[src/rtl/sr_bank.sv]
`default_nettype none
// ============================================================================
// Module   : sr_bank
// Purpose  : Bank of WIDTH independent set/reset latches with input synchronizers.
//            Optional debounce filter is enabled by defining SR_BANK_DEBOUNCE_EN.
// Revision : 1.0 - initial release
// ============================================================================
module sr_bank #(
  parameter int WIDTH     = 4,
  parameter int MODE      = 0,
  parameter int DB_CYCLES = 16
) (
  input  logic             clk,
  input  logic             reset_n,
  input  logic [WIDTH-1:0] s,
  input  logic [WIDTH-1:0] r,
  output logic [WIDTH-1:0] q,
  output logic [WIDTH-1:0] qn,
  output logic [WIDTH-1:0] rise,
  output logic [WIDTH-1:0] fall
);

  localparam int MODE_RESET_DOM = 0;
  localparam int MODE_SET_DOM   = 1;
  localparam int MODE_TOGGLE    = 2;
  localparam int NB             = 2 * WIDTH;

  if (WIDTH < 1 || WIDTH > 32) begin : g_bad_width
    $error("sr_bank: WIDTH must be in 1..32");
  end
  if (MODE < MODE_RESET_DOM || MODE > MODE_TOGGLE) begin : g_bad_mode
    $error("sr_bank: MODE must be 0, 1 or 2");
  end
  if (DB_CYCLES < 2 || DB_CYCLES > 65535) begin : g_bad_db
    $error("sr_bank: DB_CYCLES must be in 2..65535");
  end

  // Set requests occupy the low half, reset requests the high half.
  logic [NB-1:0]    meta_d, meta_q, sync_d, sync_q;
  logic [NB-1:0]    filt;
  logic [WIDTH-1:0] set_f, rst_f;
  logic [WIDTH-1:0] q_d, q_q, both_d, both_q, q_dly_d, q_dly_q;
  logic [WIDTH-1:0] rise_d, rise_q, fall_d, fall_q;

  always_comb begin
    meta_d = {r, s};
    sync_d = meta_q;
  end

  always_ff @(posedge clk or negedge reset_n) begin
    if (!reset_n) begin
      meta_q <= '0;
      sync_q <= '0;
    end else begin
      meta_q <= meta_d;
      sync_q <= sync_d;
    end
  end

`ifdef SR_BANK_DEBOUNCE_EN
  localparam int              CNT_W    = $clog2(DB_CYCLES);
  localparam logic [CNT_W-1:0] CNT_LAST = CNT_W'(DB_CYCLES - 1);

  logic [NB-1:0]    filt_d, filt_q;
  logic [CNT_W-1:0] cnt_d [NB];
  logic [CNT_W-1:0] cnt_q [NB];

  // Any cycle where synced matches filtered restarts that bit's window.
  always_comb begin
    filt_d = filt_q;
    for (int i = 0; i < NB; i++) begin
      cnt_d[i] = '0;
      if (sync_q[i] != filt_q[i]) begin
        if (cnt_q[i] == CNT_LAST) begin
          filt_d[i] = sync_q[i];
        end else begin
          cnt_d[i] = cnt_q[i] + 1'b1;
        end
      end
    end
  end

  always_ff @(posedge clk or negedge reset_n) begin
    if (!reset_n) begin
      filt_q <= '0;
      for (int i = 0; i < NB; i++) cnt_q[i] <= '0;
    end else begin
      filt_q <= filt_d;
      for (int i = 0; i < NB; i++) cnt_q[i] <= cnt_d[i];
    end
  end

  assign filt = filt_q;
`else
  assign filt = sync_q;
`endif

  assign set_f = filt[WIDTH-1:0];
  assign rst_f = filt[NB-1:WIDTH];

  always_comb begin
    both_d  = set_f & rst_f;
    q_dly_d = q_q;
    rise_d  = q_q & ~q_dly_q;
    fall_d  = ~q_q & q_dly_q;
    q_d     = q_q;
    for (int i = 0; i < WIDTH; i++) begin
      case ({set_f[i], rst_f[i]})
        2'b10: q_d[i] = 1'b1;
        2'b01: q_d[i] = 1'b0;
        2'b11: begin
          if (MODE == MODE_SET_DOM) begin
            q_d[i] = 1'b1;
          end else if (MODE == MODE_TOGGLE) begin
            // Toggle only on the first cycle both requests are seen together.
            q_d[i] = both_q[i] ? q_q[i] : ~q_q[i];
          end else begin
            q_d[i] = 1'b0;
          end
        end
        default: q_d[i] = q_q[i];
      endcase
    end
  end

  always_ff @(posedge clk or negedge reset_n) begin
    if (!reset_n) begin
      q_q     <= '0;
      both_q  <= '0;
      q_dly_q <= '0;
      rise_q  <= '0;
      fall_q  <= '0;
    end else begin
      q_q     <= q_d;
      both_q  <= both_d;
      q_dly_q <= q_dly_d;
      rise_q  <= rise_d;
      fall_q  <= fall_d;
    end
  end

  assign q    = q_q;
  assign qn   = ~q_q;
  assign rise = rise_q;
  assign fall = fall_q;

endmodule
`default_nettype wire
[config.mk]
export PLATFORM = sky130hd
export DESIGN_NAME = sr_bank
export DESIGN_NICKNAME = d
export VERILOG_FILES = /design/src/rtl/sr_bank.sv
export SDC_FILE = /design/constraint.sdc
export NUM_CORES = 1
export LEC_CHECK = 0
export CAP_MARGIN = 0
export CELL_PAD_IN_SITES_DETAIL_PLACEMENT = 0
export CELL_PAD_IN_SITES_GLOBAL_PLACEMENT = 1
export CORE_MARGIN = 3
export CORE_UTILIZATION = 40
export DETAILED_ROUTE_END_ITERATION = 16
export MAX_ROUTING_LAYER = met4
export PLACE_DENSITY_LB_ADDON = 0.1
export SYNTH_ARGS = -nofsm -noshare
export SYNTH_HDL_FRONTEND = slang
export SYNTH_SLANG_ARGS = --single-unit
[constraint.sdc]
create_clock -name clk -period 1.4 [get_ports clk]
set_input_delay 0.28 -clock clk [delete_from_list [all_inputs] [get_ports clk]]
set_output_delay 0.28 -clock clk [all_outputs]
set_load 0.01 [all_outputs]
Word level (Yosys, flattened, before mapping)
Cells that the tools add are included.

Equality and inequality tests: 12. Multiplexer cells: 4. Bitwise operators: 4. Reduce and logical (&&, ||, !) cells: 8.

Operator list (count): $eq A2 B2 Y1 const B (8); $and A4 B4 Y4 (2); $eq A2 B1 Y1 const B (4); $not A4 Y4 (2); $pmux W1 S2 (4); $reduce_bool A2 Y1 (4); $reduce_or A2 Y1 (4).

Bits in registers: 32. Input bits: 10. Output and inout bits: 16. Word-level logic and storage cells: 37.

Logic depth before layout (Yosys ltp)
Gate-level depths: netlist of the first run.

Depth after elaboration: 3. Gate-level depth with buffers: 1. Mapped depth without buffers: 1.

Worst setup path before layout of the first run
OpenSTA, ideal clock, no wires.

Path kind: reg-to-output. From: reg q_q[0] (netlist: q[0]). To: out qn[0]. Arrival time: 0.538 ns. Data required time: 1.120 ns. Setup slack: 0.582 ns. Cell stages (with the launch flop): 2. Path buffers: 0. Cell sequence: dfrtp_1 inv_1.

Longest elaborated chain between the ends: 1.

RTL lines: start: declaration (line 42) `logic [WIDTH-1:0] q_d, q_q, both_d, both_q, q_dly_d, q_dly_q;`; start signal: assignment (line 134) `q_q <= q_d;`; $not A4 Y4 (line 143) `assign qn = ~q_q;`; end: declaration (line 18) `output logic [WIDTH-1:0] qn,`.

No other way between the ends.

Worst setup path in the final report of the first run
From: reg q_q[1] (netlist: q[1]). To: out q[1].

RTL lines: end: declaration (line 17) `output logic [WIDTH-1:0] q,`.

No word-level cell between the ends.

==> results by group, run 1 <==
Outcome
  • Run status: complete, no violations

Placed design
  • Number of buffers added on ports: 25
  • Dpl hpwl: 742 um
  • Placer Congestion: 0.638
  • Post-place instance area: 1220 um^2
  • Placed cell count: 101

Routing
  • Total wire length after detailed routing: 1170 um
  • DRT iter0 DRCs: 2
  • Number of nets with antenna violations after detailed routing: 0
  • Final routed wire length divided by cell count: 10.2 um
  • First-pass detailed-route iteration total: 3
  • Number of remaining DRC errors: 0
  • Routed vias: 484
  • Post-DR vias/cell: 4.21

Clocking
  • Insertion delay of the later-clocked pin in the worst-skew pair: 0.32 ns
  • Longest Clk Path Bufs: 2
  • H-tree levels: 2
  • Number of clock sinks: 32
  • Clock transition time at the flip-flop clock pins of the worst setup and hold paths: 0.09 ns
  • Total clock buffers created by CTS: 5
  • Post-CTS Hold Buffers: 0
  • CTS tree: done
  • Root cell of the clock tree: clkbuf_4

Pwr
  • Leakage power: 0.689 nW
  • Maximum ir drop on the vdd rail: 1.03 mV
  • Total design power: 0.00190 W
  • Power Dens Cells: 1420 nW/um^2

Synthesis
  • Count of state elements after synthesis: 32
  • Yosys top cell area share: 87.4%
  • Sequential area share after synthesis: 87.4%
  • Synthesized area per cell: 19.1 um^2
  • Net count after synthesis: 58
  • Synth Instances: 48
  • Syn. warnings: 0
  • Cell type with the highest aggregate area in the netlist: dfrtp_1
  • Area contributors post-synth: dfrtp_1 87%, o21ba_1 4.4%, and2b_2 3.8%
  • Area of the mapped netlist: 916 um^2
  • Number of distinct library cells after synthesis: 5

Critical path
  • Critical path's largest stage delay: 0.41 ns
  • Flop-to-flop setup slack: 0.54 ns
  • WP data arrival: 1.03 ns
  • Worst Path Buf+Inv: 1
  • CP endpoint kind: output port
  • Worst-path fanout max: 4
  • CP startpoint kind: flop
  • Crit Path Class: reg -> out
  • Cell-by-cell listing of the critical path: dlygate4sd2_1
  • Critical path's slowest cell: dfrtp_1
  • Largest delay contributor family on the critical path: flip-flops
  • Data required time at the worst endpoint: 1.12 ns

Timing
  • Max-slew violation total from the final report: 0
  • TNS Setup: 0 ns
  • Clock period minus worst slack: 1.31 ns
  • Final Hold Viols: 0
  • Largest clock skew in the final design: 0.00925 ns
  • Worst relative slew slack: 89.3%
  • Setup violators final: 0
  • RSZ-0062 raised after global routing: no
  • Upper clock frequency limit: 761 MHz
  • Actual transition at the worst max-transition pin: 0.161 ns
  • Worst slack on hold paths: 0.318 ns
  • Ratio of final minimum period to clock period: 93.8%

Die
  • Die outline area: 2900 um^2
  • Die height: 53.9 um
  • Die width: 53.9 um
  • Area of the placeable core: 2060 um^2
  • Top-level I/O count: 26
  • Placement Rows: 16
  • Initial core utilization: 44.4%

Worst hold path
  • Hold WC Path Type: in -> async

Layout
  • Fraction of final layout cells sized beyond drive strength 1: 23.9%
  • Area growth syn-to-layout: 45.9%
  • Antenna fix cells: 0
  • Post-layout instance count excluding filler cells: 115
  • Number of nets at the end of the flow: 97
  • Summed area of non-filler cells in the final layout: 1340 um^2

Global routing
  • Number of antenna violations at the first check in global routing: 0
  • Maximum number of pins on one net before global-route repair: 33
  • GRT overflow: 0
  • GRT Total Usage: 11.7%
  • Wire length of the first global-routing pass: 2040 um
  • Number of global-route vias before repair: 512

Job
  • Count of maximum capacitance violations: 0
[where the power goes]
| part | leakage (nW) | switching [W] | internal [W] |
|---|---|---|---|
| clock | 0.0515 | 0.000281 | 0.000474 |
| combinational | 0.247 | 0.0000608 | 0.0000885 |
| sequential | 0.391 | 0.0000181 | 0.000977 |
[layout by cell type (no fill, tap or decap)]
| master | Yosys | routed |
|---|---|---|
| dfrtp_1 | 32 | 32 |
| dlygate4sd2_1 | 0 | 11 |
| clkdlybuf4s50_1 | 0 | 9 |
| buf_4 | 0 | 6 |
| clkbuf_4 | 0 | 5 |
| inv_1 | 4 | 4 |
| nor2b_1 | 4 | 4 |
| and2b_2 | 4 | 4 |
| o21ba_1 | 4 | 4 |
| clkdlybuf4s15_1 | 0 | 3 |
| clkbuf_8 | 0 | 2 |
| clkbuf_2 | 0 | 2 |
| bufinv_16 | 0 | 1 |
| buf_12 | 0 | 1 |
[final timing paths]
check,cells after the start,end,from
setup / recovery,1,q[1],q[1]
hold / removal,2,fall[3],reset_n
setup reg to reg,2,rise[2],q[2]
hold reg to reg,0,filt[5],meta_q[5]
max in group asynchronous,2,fall[2],reset_n
min in group clk,0,filt[5],meta_q[5]
[logic make-up after synthesis]
logic type | synth area share [%]
AO/OA/AOI/OAI | 4.37
flip-flops | 87.4
buffers and inverters | 1.64
AND/OR/NAND/NOR | 6.56
[state kept, by name, summed over array words and instances, names as in the netlist]
signal and flops:
filt 8, meta_q 8, fall 4, q 4
q_dly_q 4, rise 4
[metrics by stage]
stage / utilization [%] / setup slack, ns
floorplan: - / 0.582
CTS: 65.0 / 0.0375
finish: 64.8 / 0.0862
detailed placement: 59.2 / 0.104
global route: 64.8 / 0.000385
global placement: 59.2 / 0.124
[Yosys cell counts]
cell type	number
and2b_2	4
inv_1	4
nor2b_1	4
dfrtp_1	32
o21ba_1	4
[routing by layer]
layer	part of all wire, %	track usage, %	routed length (um)
met1	33	9.41	381
met5	0	-	0
met4	1.7	7.66	20
met3	13	8.31	154
met2	52	18.5	613
[layout make-up]
type	count	area [um^2]
fillers	169	726
multi-input cells	12	100
clock buffers	7	65.1
inverters	4	15.0
well taps	27	33.8
flip-flops and latches	32	801
repair buffers	32	292
clock inverters	1	30.0
[repair_timing]
action | 4_1_cts | 5_1_grt
endpoints found under the setup margin | 16 | 5
resized for setup | 16 | 7
buffers inserted | 6 | 0
pin swaps | 0 | 0
(Power assumes the default switching activity.)
==> inputs of run 2 (changes only) <==
--- a/config.mk
+++ b/config.mk
@@ -13,6 +13,7 @@
 export DETAILED_ROUTE_END_ITERATION = 16
 export MAX_ROUTING_LAYER = met4
 export PLACE_DENSITY_LB_ADDON = 0.1
+export SKIP_LAST_GASP = 1
 export SYNTH_ARGS = -nofsm -noshare
 export SYNTH_HDL_FRONTEND = slang
 export SYNTH_SLANG_ARGS = --single-unit
==> results by group, run 2 (synthesis results as in run 1) <==
Clocking
  • Total clock buffers created by CTS: 5 (unchanged)
  • CTS tree: done
  • Number of clock sinks: 32 (unchanged)
  • Root cell of the clock tree: clkbuf_4
  • Longest Clk Path Bufs: 2 (unchanged)
  • H-tree levels: 2 (unchanged)
  • Clock transition time at the flip-flop clock pins of the worst setup and hold paths: 0.09 ns (about the same)
  • Insertion delay of the later-clocked pin in the worst-skew pair: 0.32 ns (about the same)

Critical path
  • Critical R2R Launch: q[2]
  • Largest delay contributor family on the critical path: flip-flops
  • Flop-to-flop setup slack: 0.54 ns (about the same)
  • CP startpoint kind: flop
  • Data required time at the worst endpoint: 1.12 ns (about the same)
  • Cell-by-cell listing of the critical path: dlygate4sd2_1
  • Worst-path fanout max: 4 (unchanged)
  • Launching instance or port of the critical path: q[1]
  • WP data arrival: 1.03 ns (about the same)
  • Worst setup path endpoint: q[1]
  • CP endpoint kind: output port
  • Endpoint of the most critical register-to-register path: rise[2]
  • Cell depth of the worst flop-to-flop path: 2 (unchanged)
  • Critical path's largest stage delay: 0.41 ns (about the same)
  • Number of cells on the critical path: 1 (unchanged)
  • Critical path's slowest cell: dfrtp_1
  • Crit Path Class: reg -> out
  • Worst Path Buf+Inv: 1 (unchanged)

Global routing
  • Wire length of the first global-routing pass: 2040 um (unchanged)
  • GRT Total Usage: 11.7% (unchanged)
  • Maximum number of pins on one net before global-route repair: 33 (unchanged)
  • GRT overflow: 0 (unchanged)
  • Number of global-route vias before repair: 512 (unchanged)
  • Number of antenna violations at the first check in global routing: 0 (unchanged)

Die
  • Area of the placeable core: 2060 um^2 (unchanged)
  • Die outline area: 2900 um^2 (unchanged)
  • Die width: 53.9 um (unchanged)
  • Top-level I/O count: 26 (unchanged)
  • Die height: 53.9 um (unchanged)
  • Placement Rows: 16 (unchanged)
  • Initial core utilization: 44.4% (unchanged)

Pwr
  • Maximum ir drop on the vdd rail: 1.03 mV (unchanged)
  • Total design power: 0.00190 W (about the same)
  • Power Dens Cells: 1420 nW/um^2 (-0.17%)
  • Leakage power: 0.695 nW (+0.79%)

Timing
  • Worst slack on hold paths: 0.318 ns (unchanged)
  • Actual transition at the worst max-transition pin: 0.161 ns (unchanged)
  • Worst relative slew slack: 89.3% (unchanged)
  • Upper clock frequency limit: 761 MHz (unchanged)
  • Setup violators final: 0 (unchanged)
  • Clock period minus worst slack: 1.31 ns (-0.000000900 ns)
  • RSZ-0062 raised after global routing: no
  • Final Hold Viols: 0 (unchanged)
  • Ratio of final minimum period to clock period: 93.8% (about the same)
  • Max-slew violation total from the final report: 0 (unchanged)
  • Largest clock skew in the final design: 0.00925 ns (unchanged)

Layout
  • Commonest non-fill, non-tap cell in the layout: dfrtp_1
  • Area growth syn-to-layout: 46.2%
  • Commonest non-fill, non-tap cells in the layout: 32 x dfrtp_1, 11 x dlygate4sd2_1, 9 x clkdlybuf4s50_1
  • Fraction of final layout cells sized beyond drive strength 1: 23.9% (unchanged)
  • Number of inserted filler cells in the final layout: 168 (-0.59%)
  • Antenna fix cells: 0 (unchanged)
  • Final standard cell utilization of the core: 64.9% (+0.12 points)
  • Number of nets at the end of the flow: 97 (unchanged)

Routing
  • Total wire length after detailed routing: 1170 um (about the same)
  • Number of nets with antenna violations after detailed routing: 0 (unchanged)
  • Number of remaining DRC errors: 0 (unchanged)
  • DRT iter0 DRCs: 2 (unchanged)
  • First-pass detailed-route iteration total: 3 (unchanged)
  • Post-DR vias/cell: 4.21 (unchanged)
  • Routed vias: 484 (unchanged)
  • Final routed wire length divided by cell count: 10.2 um (about the same)

Outcome
  • Run status: complete, no violations

Job
  • Count of maximum capacitance violations: 0 (unchanged)

Placed design
  • Dpl hpwl: 742 um (unchanged)
  • Placer Congestion: 0.638 (unchanged)
  • Number of buffers added on ports: 25 (unchanged)

Worst hold path
  • Hold WC Path Type: in -> async
==> run 2: cell count changes in the layout (fill, tap and decap cells not counted) <==
cell / delta
clkdlybuf4s15_1: -1
dlymetal6s2s_1: +1
==> run 2: cell type report <==
| type | instances | area, um^2 | area share [%] |
|---|---|---|---|
| flip-flops and latches | 32 | 801 | 59.8 |
| repair buffers | 32 | 294 | 22.0 |
| multi-input cells | 12 | 100 | 7.48 |
| clock buffers | 7 | 65.1 | 4.86 |
| well taps | 27 | 33.8 | 2.52 |
| clock inverters | 1 | 30.0 | 2.24 |
| inverters | 4 | 15.0 | 1.12 |
==> run 2: stage by stage <==
step                setup TNS (ns)  worst slack (ns)  instances  instance area [um^2]
finish                           0            0.0862        115                  1340
detailed placement               0             0.104        101                  1220
global placement                 0             0.124        101                  1220
floorplan                        0             0.582         48                   916
CTS                         -0.217            -0.217        115                  1340
global route                     0            0.0138        115                  1340
==> run 2: how the worst min path moves through the flow <==
stage,slack [ns],end,start,depth (start not counted)
2_1_floorplan,-0.02,fall[0],reset_n,0
3_3_place_gp,0.33,filt[6],meta_q[6],0
3_5_place_dp,0.33,filt[5],meta_q[5],0
4_1_cts,0.31,q[3],reset_n,2
5_1_grt,0.30,fall[3],reset_n,2
6_report,0.32,fall[3],reset_n,2
==> run 2: timing repair <==
action	4_1_cts	5_1_grt
endpoints found under the setup margin	16	5
hold buffers	0	0
gates resized for setup	15	7
buffers inserted	6	0
==> run 2: power by group <==
group / total, W / switching, W / leakage, nW / internal, W
Combinational: 0.000150 / 0.0000607 / 0.252 / 0.0000890
Clock: 0.000755 / 0.000281 / 0.0515 / 0.000474
Sequential: 0.000995 / 0.0000181 / 0.391 / 0.000977
Total: 0.00190 / 0.000359 / 0.695 / 0.00154
==> run 2: layer usage <==
| layer | vias to the layer above | GRT usage [%] | wire length, um |
|---|---|---|---|
| li1 | 224 | - | - |
| met1 | 235 | 9.41 | 380 |
| met2 | 23 | 18.5 | 614 |
| met3 | 2 | 8.31 | 154 |
| met4 | 0 | 7.66 | 20 |
| met5 | - | - | 0 |
==> inputs of run 3 (changes only) <==
--- a/config.mk
+++ b/config.mk
@@ -12,7 +12,7 @@
 export CORE_UTILIZATION = 40
 export DETAILED_ROUTE_END_ITERATION = 16
 export MAX_ROUTING_LAYER = met4
-export PLACE_DENSITY_LB_ADDON = 0.1
+export PLACE_DENSITY = 0.87
 export SKIP_LAST_GASP = 1
 export SYNTH_ARGS = -nofsm -noshare
 export SYNTH_HDL_FRONTEND = slang
==> results by group, run 3 (synthesis results as in run 1) <==
Layout
  • Area growth syn-to-layout: 41.5%
  • Commonest non-fill, non-tap cells in the layout: 31 x dfrtp_1, 15 x dlygate4sd2_1, 9 x clkdlybuf4s50_1
  • Commonest non-fill, non-tap cell in the layout: dfrtp_1
  • Antenna fix cells: 0 (unchanged)
  • Number of nets at the end of the flow: 95 (-2.1%)
  • Fraction of final layout cells sized beyond drive strength 1: 20.9% (-2.9 points)
  • Post-layout instance count excluding filler cells: 113 (-1.7%)

Routing
  • Number of remaining DRC errors: 0 (unchanged)
  • Final routed wire length divided by cell count: 9.78 um (-3.8%)
  • Routed vias: 458 (-5.4%)
  • DRT iter0 DRCs: 1 (-1)
  • Post-DR vias/cell: 4.05 (-3.7%)
  • Number of nets with antenna violations after detailed routing: 0 (unchanged)
  • First-pass detailed-route iteration total: 4 (+1)
  • Total wire length after detailed routing: 1110 um (-5.5%)

Global routing
  • Number of antenna violations at the first check in global routing: 0 (unchanged)
  • GRT overflow: 0 (unchanged)
  • GRT Total Usage: 9.99% (-1.7 points)
  • Wire length of the first global-routing pass: 1850 um (-9.1%)
  • Maximum number of pins on one net before global-route repair: 33 (unchanged)
  • Number of global-route vias before repair: 451 (-12%)

Timing
  • Worst relative slew slack: 89.3% (about the same)
  • Largest clock skew in the final design: 0.00518 ns (-0.00407 ns)
  • Actual transition at the worst max-transition pin: 0.160 ns (-0.000521 ns)
  • Setup violators final: 0 (unchanged)
  • Ratio of final minimum period to clock period: 93.5% (-0.38 points)
  • Worst slack on hold paths: 0.340 ns (+0.0220 ns)
  • RSZ-0062 raised after global routing: no
  • Clock period minus worst slack: 1.31 ns (-0.00534 ns)
  • Max-slew violation total from the final report: 0 (unchanged)
  • Final Hold Viols: 0 (unchanged)
  • Upper clock frequency limit: 764 MHz (+0.41%)

Outcome
  • Run status: complete, no violations

Die
  • Initial core utilization: 44.4% (unchanged)
  • Top-level I/O count: 26 (unchanged)
  • Die height: 53.9 um (unchanged)
  • Area of the placeable core: 2060 um^2 (unchanged)
  • Die outline area: 2900 um^2 (unchanged)
  • Die width: 53.9 um (unchanged)
  • Placement Rows: 16 (unchanged)

Critical path
  • WP data arrival: 1.03 ns (about the same)
  • Cell depth of the worst flop-to-flop path: 2 (unchanged)
  • Largest delay contributor family on the critical path: flip-flops
  • CP startpoint kind: flop
  • Worst Path Buf+Inv: 2 (+1)
  • CP endpoint kind: output port
  • Data required time at the worst endpoint: 1.12 ns (about the same)
  • Critical path's slowest cell: dfrtp_2
  • Crit Path Class: reg -> out
  • Critical path's largest stage delay: 0.43 ns (+0.02 ns)
  • Number of cells on the critical path: 2 (+1)
  • Worst-path fanout max: 3 (-1)
  • Cell-by-cell listing of the critical path: inv_1 -> dlygate4sd2_1

Clocking
  • Longest Clk Path Bufs: 2 (unchanged)
  • Post-CTS Hold Buffers: 0 (unchanged)
  • Number of clock sinks: 32 (unchanged)
  • Clock transition time at the flip-flop clock pins of the worst setup and hold paths: 0.09 ns (about the same)
  • Insertion delay of the later-clocked pin in the worst-skew pair: 0.30 ns (-0.02 ns)
  • Root cell of the clock tree: clkbuf_4
  • Total clock buffers created by CTS: 5 (unchanged)
  • H-tree levels: 2 (unchanged)
  • CTS tree: done

Pwr
  • Leakage power: 0.672 nW (-3.3%)
  • Maximum ir drop on the vdd rail: 0.822 mV (-20%)
  • Power Dens Cells: 1270 nW/um^2 (-11%)

Placed design
  • Placer Congestion: 0.580 (-9.1%)
  • Number of buffers added on ports: 25 (unchanged)
  • Placed cell count: 101 (unchanged)

Job
  • Count of maximum capacitance violations: 0 (unchanged)

Worst hold path
  • Hold WC Path Type: in -> async
[run 3: changes by cell type in the layout (fill, tap and decap cells not counted), sizes merged]
cell           change
buf                -2
bufinv             -1
clkbuf             -3
clkdlybuf4s15      -2
clkinv             +2
dlygate4sd2        +4
[run 3: what timing repair did]
item | in CTS | in global routing
setup endpoints to repair | 16 | 1
buffers inserted | 4 | 0
pin swaps | 0 | 0
resized for setup | 16 | 1
[run 3: layout make-up]
class / instances / area [um^2]
clock buffer: 6 / 51.3
clock inverter: 2 / 10.0
fill: 158 / 766
inverter: 4 / 15.0
multi-input combinational: 12 / 100
sequential: 32 / 802
tap: 27 / 33.8
timing repair buffer: 30 / 284
[run 3: final timing paths]
| check | slack (ns) | to | from |
|---|---|---|---|
| min in group clk | 0.35 | filt[4] | meta_q[4] |
| worst max-delay path | 0.09 | qn[1] | q[1] |
| worst min-delay path | 0.34 | q[2] | reset_n |
| worst max register to register | 0.55 | rise[1] | q[1] |
| worst min register to register | 0.35 | filt[4] | meta_q[4] |
| max in group asynchronous | 0.88 | q[1] | reset_n |
[run 3: metal layers]
metal	up-vias	GRT usage, %	part of all wire [%]
li1	220	-	-
met1	215	10.2	41
met2	23	15.1	50
met3	0	4.16	9.3
met4	0	7.66	0
met5	-	-	0
[run 3: metrics by stage]
stage	power, W	utilization [%]	setup TNS [ns]	setup WS, ns	instance area, um^2
6_report	0.00164	62.9	0	0.0915	1300
5_1_grt	0.00174	62.9	0	0.0181	1300
4_1_cts	0.00168	62.7	-0.196	-0.196	1290
3_5_place_dp	0.00117	59.2	0	0.0980	1220
3_3_place_gp	0.00117	59.2	0	0.130	1220
2_1_floorplan	0.00106	-	0	0.582	916
[run 3: where the power goes]
group          internal (W)  switching, W
clock network      0.000238      0.000263
logic             0.0000850     0.0000596
registers          0.000978     0.0000176
